`config.mk`:
```
export PLATFORM = sky130hd
export DESIGN_NAME = mem_request_master_flat
export DESIGN_NICKNAME = d
export VERILOG_FILES = /design/src/rtl/mem_request_master_pkg.sv /design/src/rtl/mem_request_master_if.sv /design/src/rtl/mem_request_master_rsp_fifo.sv /design/src/rtl/mem_request_master.sv /design/src/flat_wrapper.sv
export SDC_FILE = /design/constraint.sdc
export NUM_CORES = 1
export LEC_CHECK = 0
export ABC_AREA = 1
export BUFFER_PORTS_ARGS = -buffer_cell sky130_fd_sc_hd__buf_2
export CORE_MARGIN = 1.5
export CORE_UTILIZATION = 55
export CTS_CLUSTER_DIAMETER = 200
export CTS_CLUSTER_SIZE = 14
export DETAILED_ROUTE_END_ITERATION = 10
export PLACE_DENSITY = 0.8
export SLEW_MARGIN = 15
export SYNTH_ARGS = -nofsm -noshare
export SYNTH_HDL_FRONTEND = slang
export SYNTH_SLANG_ARGS = --single-unit
```
`constraint.sdc`:
```
create_clock -name clk -period 2.17 [get_ports clk]
set_input_delay 0.1085 -clock clk [delete_from_list [all_inputs] [get_ports clk]]
set_output_delay 0.1085 -clock clk [all_outputs]
set_load 0.005 [all_outputs]
```
`src/rtl/mem_request_master_pkg.sv`:
```
// definesPkg: shared memory-port types, FSM states and the address incrementer
package definesPkg;
  typedef struct packed {
    logic [7:0] Page_reference;
    logic [7:0] Address_code;
  } Taddress;
  typedef struct packed {
    logic [31:0] Data;
  } Tdata_sb;
  typedef enum logic [1:0] {MODIFIED, EXCLUSIVE, SHARED, INVALID} Tmesi_state;
  typedef enum logic [1:0] {IDLE, WRITE, ISSUE, DRAIN} Tstate;
  typedef struct packed {
    Tdata_sb    rdata;
    Tmesi_state mesi;
  } Trsp;
  localparam int DEFAULT_BURST_LEN = 4;
  function automatic Taddress addr_inc(Taddress a);
    return '{Page_reference: a.Page_reference, Address_code: a.Address_code + 8'd1};
  endfunction
endpackage

```
`src/rtl/mem_request_master_if.sv`:
```
// mem_request_master_if: request, response and MainMemory port bundle
interface mem_request_master_if;
  import definesPkg::*;
  logic       req_valid, req_ready, req_we;
  Taddress    req_addr;
  Tdata_sb    req_wdata;
  Tmesi_state req_mesi;
  logic       rsp_valid, rsp_ready;
  Tdata_sb    rsp_rdata;
  Tmesi_state rsp_mesi;
  Taddress    mem_addr;
  Tdata_sb    mem_wdata;
  logic       mem_we;
  Tmesi_state mem_mesi_wr;
  Tdata_sb    mem_rdata;
  Tmesi_state mem_mesi_rd;
  modport master (
    input  req_valid, req_we, req_addr, req_wdata, req_mesi, rsp_ready, mem_rdata, mem_mesi_rd,
    output req_ready, rsp_valid, rsp_rdata, rsp_mesi, mem_addr, mem_wdata, mem_we, mem_mesi_wr
  );
  modport slave (
    output req_valid, req_we, req_addr, req_wdata, req_mesi, rsp_ready, mem_rdata, mem_mesi_rd,
    input  req_ready, rsp_valid, rsp_rdata, rsp_mesi, mem_addr, mem_wdata, mem_we, mem_mesi_wr
  );
endinterface

```
`src/rtl/mem_request_master_rsp_fifo.sv`:
```
// rsp_fifo: response FIFO for read words and their MESI state
module rsp_fifo import definesPkg::*; #(
  parameter int DEPTH = 4
) (
  input  logic                     clk,
  input  logic                     reset,
  input  logic                     i_push,
  input  Trsp                      i_data,
  input  logic                     i_pop,
  output logic                     o_valid,
  output Trsp                      o_data,
  output logic [$clog2(DEPTH):0]   o_count
);
  localparam int AW = $clog2(DEPTH);
  localparam Trsp RST = '{rdata: '0, mesi: INVALID};
  Trsp          r_mem [DEPTH];
  logic [AW-1:0] r_wr, r_rd;
  logic [AW:0]   r_count;
  logic          w_pop;
  assign w_pop   = i_pop && r_count != '0;
  assign o_valid = r_count != '0;
  assign o_data  = r_mem[r_rd];
  assign o_count = r_count;
  always_ff @(posedge clk or negedge reset) begin
    if (!reset) begin
      r_mem   <= '{default: RST};
      r_wr    <= '0;
      r_rd    <= '0;
      r_count <= '0;
    end else begin
      assert (!(i_push && !w_pop && r_count == (AW+1)'(DEPTH)));
      if (i_push) begin
        r_mem[r_wr] <= i_data;
        r_wr        <= r_wr + 1'b1;
      end
      if (w_pop) r_rd <= r_rd + 1'b1;
      r_count <= r_count + (AW+1)'(i_push) - (AW+1)'(w_pop);
    end
  end
endmodule

```
`src/rtl/mem_request_master.sv`:
```
// mem_request_master: write/burst-read initiator for MainMemory with credited response FIFO
module mem_request_master import definesPkg::*; #(
  parameter int BURST_LEN    = DEFAULT_BURST_LEN,
  parameter int READ_LATENCY = 1,
  parameter int RSP_DEPTH    = 4
) (
  input logic                  clk,
  input logic                  reset,
  mem_request_master_if.master bus
);
  localparam int TW = READ_LATENCY + 1;
  localparam int CW = $clog2(BURST_LEN + 1);
  Tstate                      r_state;
  logic                       r_req_ready, r_we;
  Taddress                    r_addr;
  Tdata_sb                    r_wdata;
  Tmesi_state                 r_mesi_wr;
  logic [CW-1:0]              r_cnt;
  logic [TW-1:0]              r_tag;
  logic [$clog2(RSP_DEPTH):0] w_count;
  logic                       w_credit, w_issue, w_valid;
  Trsp                        w_head, w_push_data;
  // credit covers both queued responses and beats still in the memory pipeline
  assign w_credit    = int'(w_count) + $countones(r_tag) < RSP_DEPTH;
  assign w_issue     = w_credit && ((r_state == IDLE && r_req_ready && bus.req_valid && !bus.req_we) || r_state == ISSUE);
  assign w_push_data = '{rdata: bus.mem_rdata, mesi: bus.mem_mesi_rd};
  always_ff @(posedge clk or negedge reset) begin
    if (!reset) begin
      r_state     <= IDLE;
      r_req_ready <= 1'b0;
      r_we        <= 1'b0;
      r_addr      <= '0;
      r_wdata     <= '0;
      r_mesi_wr   <= INVALID;
      r_cnt       <= '0;
      r_tag       <= '0;
    end else begin
      r_tag <= TW'({r_tag, w_issue});
      case (r_state)
        IDLE:
          if (r_req_ready && bus.req_valid) begin
            r_req_ready <= 1'b0;
            r_addr      <= bus.req_addr;
            if (bus.req_we) begin
              r_state   <= WRITE;
              r_we      <= 1'b1;
              r_wdata   <= bus.req_wdata;
              r_mesi_wr <= bus.req_mesi;
            end else begin
              r_state <= (w_credit && BURST_LEN == 1) ? DRAIN : ISSUE;
              r_cnt   <= w_credit ? CW'(1) : '0;
            end
          end else r_req_ready <= 1'b1;
        WRITE: begin
          r_we        <= 1'b0;
          r_mesi_wr   <= INVALID;
          r_state     <= IDLE;
          r_req_ready <= 1'b1;
        end
        ISSUE:
          if (w_credit) begin
            // beat 0 may have stalled at accept, in which case its address is already loaded
            r_addr <= r_cnt == '0 ? r_addr : addr_inc(r_addr);
            r_cnt  <= r_cnt + 1'b1;
            if (r_cnt == CW'(BURST_LEN - 1)) r_state <= DRAIN;
          end
        default:
          if (r_tag == '0) begin
            r_state     <= IDLE;
            r_req_ready <= 1'b1;
          end
      endcase
    end
  end
  rsp_fifo #(.DEPTH(RSP_DEPTH)) u_fifo (
    .clk     (clk),
    .reset   (reset),
    .i_push  (r_tag[TW-1]),
    .i_data  (w_push_data),
    .i_pop   (bus.rsp_ready),
    .o_valid (w_valid),
    .o_data  (w_head),
    .o_count (w_count)
  );
  assign bus.req_ready   = r_req_ready;
  assign bus.rsp_valid   = w_valid;
  assign bus.rsp_rdata   = w_head.rdata;
  assign bus.rsp_mesi    = w_head.mesi;
  assign bus.mem_addr    = r_addr;
  assign bus.mem_wdata   = r_wdata;
  assign bus.mem_we      = r_we;
  assign bus.mem_mesi_wr = r_mesi_wr;
endmodule
```
`src/flat_wrapper.sv`:
```
// flat-port wrapper written by rule: the top's interface ports become plain ports
module mem_request_master_flat import definesPkg::*;
#(
  parameter int BURST_LEN    = DEFAULT_BURST_LEN,
  parameter int READ_LATENCY = 1,
  parameter int RSP_DEPTH    = 4
)
  (clk, reset, bus_req_valid, bus_req_we, bus_req_addr, bus_req_wdata, bus_req_mesi, bus_rsp_ready, bus_mem_rdata, bus_mem_mesi_rd, bus_req_ready, bus_rsp_valid, bus_rsp_rdata, bus_rsp_mesi, bus_mem_addr, bus_mem_wdata, bus_mem_we, bus_mem_mesi_wr);
  mem_request_master_if bus_i ();
  input logic clk;
  input logic reset;
  input wire logic [$bits(bus_i.req_valid)-1:0] bus_req_valid;
  input wire logic [$bits(bus_i.req_we)-1:0] bus_req_we;
  input wire logic [$bits(bus_i.req_addr)-1:0] bus_req_addr;
  input wire logic [$bits(bus_i.req_wdata)-1:0] bus_req_wdata;
  input wire logic [$bits(bus_i.req_mesi)-1:0] bus_req_mesi;
  input wire logic [$bits(bus_i.rsp_ready)-1:0] bus_rsp_ready;
  input wire logic [$bits(bus_i.mem_rdata)-1:0] bus_mem_rdata;
  input wire logic [$bits(bus_i.mem_mesi_rd)-1:0] bus_mem_mesi_rd;
  output wire logic [$bits(bus_i.req_ready)-1:0] bus_req_ready;
  output wire logic [$bits(bus_i.rsp_valid)-1:0] bus_rsp_valid;
  output wire logic [$bits(bus_i.rsp_rdata)-1:0] bus_rsp_rdata;
  output wire logic [$bits(bus_i.rsp_mesi)-1:0] bus_rsp_mesi;
  output wire logic [$bits(bus_i.mem_addr)-1:0] bus_mem_addr;
  output wire logic [$bits(bus_i.mem_wdata)-1:0] bus_mem_wdata;
  output wire logic [$bits(bus_i.mem_we)-1:0] bus_mem_we;
  output wire logic [$bits(bus_i.mem_mesi_wr)-1:0] bus_mem_mesi_wr;
  assign bus_i.req_valid = bus_req_valid;
  assign bus_i.req_we = bus_req_we;
  assign bus_i.req_addr = bus_req_addr;
  assign bus_i.req_wdata = bus_req_wdata;
  assign bus_i.req_mesi = bus_req_mesi;
  assign bus_i.rsp_ready = bus_rsp_ready;
  assign bus_i.mem_rdata = bus_mem_rdata;
  assign bus_i.mem_mesi_rd = bus_mem_mesi_rd;
  assign bus_req_ready = bus_i.req_ready;
  assign bus_rsp_valid = bus_i.rsp_valid;
  assign bus_rsp_rdata = bus_i.rsp_rdata;
  assign bus_rsp_mesi = bus_i.rsp_mesi;
  assign bus_mem_addr = bus_i.mem_addr;
  assign bus_mem_wdata = bus_i.mem_wdata;
  assign bus_mem_we = bus_i.mem_we;
  assign bus_mem_mesi_wr = bus_i.mem_mesi_wr;
  mem_request_master #(.BURST_LEN(BURST_LEN), .READ_LATENCY(READ_LATENCY), .RSP_DEPTH(RSP_DEPTH)) u_core (.clk(clk), .reset(reset), .bus(bus_i));
endmodule
```
### Word level (Yosys, flattened, before mapping)

Cells that the tools add are included.

* bits of input ports: 89
* flip-flop bits (word level): 202

* magnitude comparators: 4
* eq/ne operators: 9
* multiplexer cells: 30
* reduce and logical (&&, ||, !) cells: 24
* $add $sub $neg: 8
* bitwise logic cells: 3

Operators with widths (count)
* bitwise mux 136 bit: 1
* 2-to-1 mux 34 bit: 3
* binary-select mux 34 bit (select 2 bit): 1
* demux 34 bit (select 2 bit): 1
* adder 4 x 32 -> 32 bit: 1
* less-than comparator 32 x 4 -> 1 bit (second input constant): 1
* 2-to-1 mux 16 bit: 2
* one-hot mux 16 bit (2 select lines): 1
* 2-to-1 mux 2 bit: 7
* AND reduction 4 bit: 3
* != test 2 bit (second input constant): 5
* 2-to-1 mux 3 bit: 3
* AND reduction 3 bit: 3
* adder 8 x 1 -> 8 bit (second input constant): 1
* 2-to-1 mux 8 bit: 1
* logical AND 1 bit: 7
* greater-or-equal comparator 3 bit (second input constant): 2
* NOT 2 -> 3 bit: 2
* one-hot mux 2 bit (3 select lines): 1
* one-hot mux 3 bit (2 select lines): 1
* nonzero test 3 bit: 2
* 2-to-1 mux 1 bit: 5
* adder 2 x 1 -> 2 bit (second input constant): 2
* logical NOT 2 bit: 2
* 19 further kinds: 20

### Longest topological paths before layout

* depth after elaboration: 7
* mapped depth: 11

### Modules after synthesis

Synthesis repeated with hierarchy kept, for this count alone.

* cell total of the unflattened synthesis: 1144
* area, all modules: 9285.2 um2

Modules (own cells, without submodules)
* rsp_fifo: sequential area each 3588.4 um2, cells an instance 812, area an instance 6542.5 um2, times used 1
* mem_request_master: sequential area each 1478.9 um2, cells an instance 332, area an instance 2742.6 um2, times used 1

### Least setup slack after synthesis

OpenSTA, ideal clock, no wires.

* kind: register to register
* from: register u_core.u_fifo.r_count[1] (netlist: u_core.u_fifo.o_count[1])
* to: register u_core.u_fifo.r_count[2] (netlist: u_core.u_fifo.o_count[2])
* slack: 426 ps
* cell stages (with the launch flop): 11
* period minus slack after synthesis: 1744 ps
* path buffers: 0
* setup time: 123 ps
* arrival: 1621 ps
* cell sequence: dfrtp_1 inv_1 nand2_1 nand2_1 inv_1 ha_1 inv_1 ha_1 inv_1 fa_1 xnor2_1

* longest elaborated chain between the ends: 3

Ends and longest elaborated chain
* start: declaration: RTL line mem_request_master_rsp_fifo.sv:18 `logic [AW:0] r_count;`
* start signal: assignment: RTL line mem_request_master_rsp_fifo.sv:37 `r_count <= r_count + (AW+1)'(i_push) - (AW+1)'(w_pop);`
* nonzero test 3 bit
* net bus_rsp_valid: RTL line flat_wrapper.sv:21 `output wire logic [$bits(bus_i.rsp_valid)-1:0] bus_rsp_valid;`
* logical AND 1 bit: RTL line mem_request_master_rsp_fifo.sv:20 `assign w_pop = i_pop && r_count != '0;`
* net u_core.u_fifo.w_pop: RTL line mem_request_master_rsp_fifo.sv:19 `logic w_pop;`
* subtractor 3 x 1 -> 3 bit: RTL line mem_request_master_rsp_fifo.sv:37

The timed path passes the listed nets, and every way through them passes these cells.
A chain may end at the register's enable or synchronous reset.

### Final worst setup path

* from: register u_core.u_fifo.r_rd[0]
* to: output port bus_rsp_rdata[23]

* longest elaborated chain between the ends: 4

Ends and longest elaborated chain
* start: declaration: RTL line mem_request_master_rsp_fifo.sv:17 `logic [AW-1:0] r_wr, r_rd;`
* start signal: assignment: RTL line mem_request_master_rsp_fifo.sv:36 `if (w_pop) r_rd <= r_rd + 1'b1;`
* NOT 2 -> 3 bit (implied by the code): RTL line mem_request_master_rsp_fifo.sv:22 `assign o_data = r_mem[r_rd];`
* binary-select mux 34 bit (select 2 bit): RTL line mem_request_master_rsp_fifo.sv:22
* 2-to-1 mux 34 bit (implied by the code) (2 in a row): RTL line mem_request_master_rsp_fifo.sv:22
* end: declaration: RTL line flat_wrapper.sv:22 `output wire logic [$bits(bus_i.rsp_rdata)-1:0] bus_rsp_rdata;`

No other way between the ends. The select of a mux whose other input is x is not followed.

==> reports/metrics.yaml <==
outcome:
  status: "complete, no violations"
routing:
  drt_iter0_drc: 485
  drt_wl_total_mm: 22.32
  drtPass1Iterations: 5
  drtAntennaViolNets: 0
  routed_via_density: 5.233
  drc_errors: 0
  drt-wirelength-per-cell_um: 14.89
  vias: 7845
flow_run:
  drv_cap: 0
clock_network:
  root_buffer: "clkbuf_16"
  clkTransAtPathRegs_ns: 0.07
  postCtsSetupBuffers: 0
  worstSkewPairLatency_ns: 0.48
  numCtsBuffers: 18
  cts_buffer_depth: 3
  cts.sinks: 202
  cts_tree: "done"
  htree_num_levels: 1
worst_setup_path:
  path_cells: "clkinv_2 -> buf_4 -> o21ai_0 -> o22ai_1 -> buf_2"
  critPathTopFamily: "buffers and inverters"
  crit_type: "register to primary output"
  path_max_fanout: 20
  critPathSlowestCell: "dfrtp_2"
  required_ns: 2.06
  crit_path_max_incr_delay_ns: 0.39
  worstSetupEndpointType: "primary output"
  crit_arrival_ns: 1.97
  worst-path-buf-inv: 3
  worstSetupStartpointType: "register"
sta:
  fin_ws_ns: 0.09183
  finalSetupViolCount: 0
  finalClockSkew_ns: 0.008945
  rsz0062_at_grt: "false"
  final-max-slew-violation-count: 0
  fin_setup_tns_ns: 0
  max_clock_freq_mhz: 481.2
  tightest_slew_ns: 0.5447
  fin_crit_ns: 2.078
  hold_viol: 0
  slew_headroom: 0.6369
  period_share: 0.9577
synthesis:
  syn_nets: 1139
  syn_area_per_cell_um2: 8.576
  syn_area_um2: 8885
  synth_cell_types: 28
  seq_area_frac_synth: 0.5703
  ys_warn_count: 0
  synth_cells: 1036
  synth_top_area_share: 0.5408
  synth_top_area_cell: "dfrtp_1"
  ys_seq_elements: 202
  synth_area_leaders: "dfrtp_1 54%, nand2_1 14%, o21ai_0 12%"
grt:
  first_global_vias: 7591
  antenna_found_initial: 0
  grt_max_degree: 70
  grt.total_usage: 0.2707
  grt_first_pass_wirelength_mm: 36.89
  grt_overflow_total: 0
cells_and_area:
  area_delta_synth_final_pct: 27.28
  fin_cells: 1499
  antennaDiodeCount: 0
  final_cell_mix: "326 x nand2_1, 213 x o21ai_0, 191 x dfrtp_1"
  utilization: 0.7145
  nNetsFinal: 1380
  final_common_cell: "nand2_1"
  drive_gt1_frac: 0.1910
floorplanning:
  dieArea_um2: 16930
  initial_core_util: 0.5613
  num_rows: 46
  die_h_um: 130.1
  die_x_um: 130.1
  core_area_um2: 15830
  ios: 176
power_and_ir_drop:
  total_power_mw: 16.28
  p_per_area_nw_per_um2: 1440
  swShare: 0.3843
  p_int_mw: 10.02
  switching_power_mw: 6.258
  p_clk_frac: 0.179
  combPwrFrac: 0.401
  vdd_drop_max_mv: 0.7570
  p_leak_nw: 5.843
  p_seq_frac: 0.420
placement:
  gp_routability_congestion: 0.8045
  io_buffer_count: 175
  place_inst: 1388
  post-dp-hpwl_mm: 13.15
  dpl_worst_slack_ns: 0.3199
worst_hold_path:
  hold_class: "input pin to register"
-- routing by layer --
layer  vias to the layer above  global-route usage  share of wire  wire [um]
met5                         -                   0              0          0
met4                         0             0.06667          0.018        409
met3                        32             0.04305          0.070       1558
met2                       301              0.4563           0.48      10820
met1                      3693              0.3699           0.43       9526
li1                       3819                   -              -          -
-- path summary, 6_finish.rpt --
check / cells past startpoint / startpoint / to / slack [ns]
max reg2reg: 9 / u_core.r_tag[1] / u_core.bus.mem_addr[2] / 0.28
max: 5 / u_core.u_fifo.r_rd[0] / bus_rsp_rdata[23] / 0.09
max in group asynchronous: 3 / reset / u_core.bus.mem_mesi_wr[1] / 1.19
min reg2reg: 0 / u_core.r_tag[0] / u_core.r_tag[1] / 0.42
min: 4 / bus_rsp_ready / u_core.u_fifo.r_rd[0] / 0.01
min in group asynchronous: 2 / reset / u_core.u_fifo.r_mem[36] / 0.19
-- power by group through the flow --
stage / sequential [mW] / combinational [mW] / clock (mW)
floorplan: 6.62 / 4.14 / 0
global placement: 6.77 / 6.17 / 0
detailed placement: 6.81 / 6.38 / 0
CTS: 6.80 / 6.52 / 2.98
global route: 7.06 / 7.49 / 3.12
finish: 6.84 / 6.53 / 2.91
-- cells by family after synthesis --
family / after synthesis / synth area share
adders and majority gates: 14 / 0.02056
DFF: 202 / 0.5703
and+or+nand+nor: 441 / 0.1966
buffers and inverters: 124 / 0.06238
AOI/OAI and AO/OA: 251 / 0.1462
xor gates and xnor gates: 4 / 0.003944
-- metrics by stage --
stage / instance area (um^2) / hold slack (ns)
2_1_floorplan: 8885 / -0.1871
3_3_place_gp: 9943 / 0.1505
3_5_place_dp: 9943 / 0.1497
4_1_cts: 11300 / 0.003351
5_1_grt: 11310 / 0.03853
6_report: 11310 / 0.01134
-- worst min-delay path, cell delays in order --
cell	delay [ns]
buf_2	0.10
nand2_1	0.07
nor2_1	0.06
nor2_1	0.11
-- sequential cells by signal, indices dropped and copies added, names as in the netlist --
register,cells
u_core.u_fifo.o_count,3
u_core.r_state,2
u_core.bus.req_ready,1
u_core.u_fifo.r_mem,136
u_core.u_fifo.r_rd,2
u_core.bus.mem_addr,16
u_core.u_fifo.r_wr,2
u_core.bus.mem_mesi_wr,2
u_core.bus.mem_we,1
u_core.bus.mem_wdata,32
u_core.r_cnt,3
u_core.r_tag,2
-- cell type report --
type / count / area [um^2]
clock inverters: 1 / 8.758
inverters: 65 / 247.7
clock buffers: 25 / 498.0
well taps: 216 / 270.3
fillers: 1200 / 4519
flip-flops and latches: 202 / 5069
repair buffers: 280 / 1942
multi-input cells: 710 / 3273
-- cells in the mapped netlist, drive strengths merged --
cell,number
clkbuf,29
xor2,2
nand2,335
nand3b,1
a21oi,4
xnor2,2
dfstp,10
inv,64
or2,1
nand4,3
nand3,13
buf,30
dfrtp,192
clkinv,1
o21ai,213
o22ai,34
ha,13
fa,1
nor2,88
-- what timing repair did --
action                                 in CTS  in global routing
endpoints found under the hold margin     247                  0
setup endpoints to repair                   2                  2
gates resized for setup                     1                  2
hold buffers                               85                  0
No activity file was read; power rests on OpenSTA's default activity.
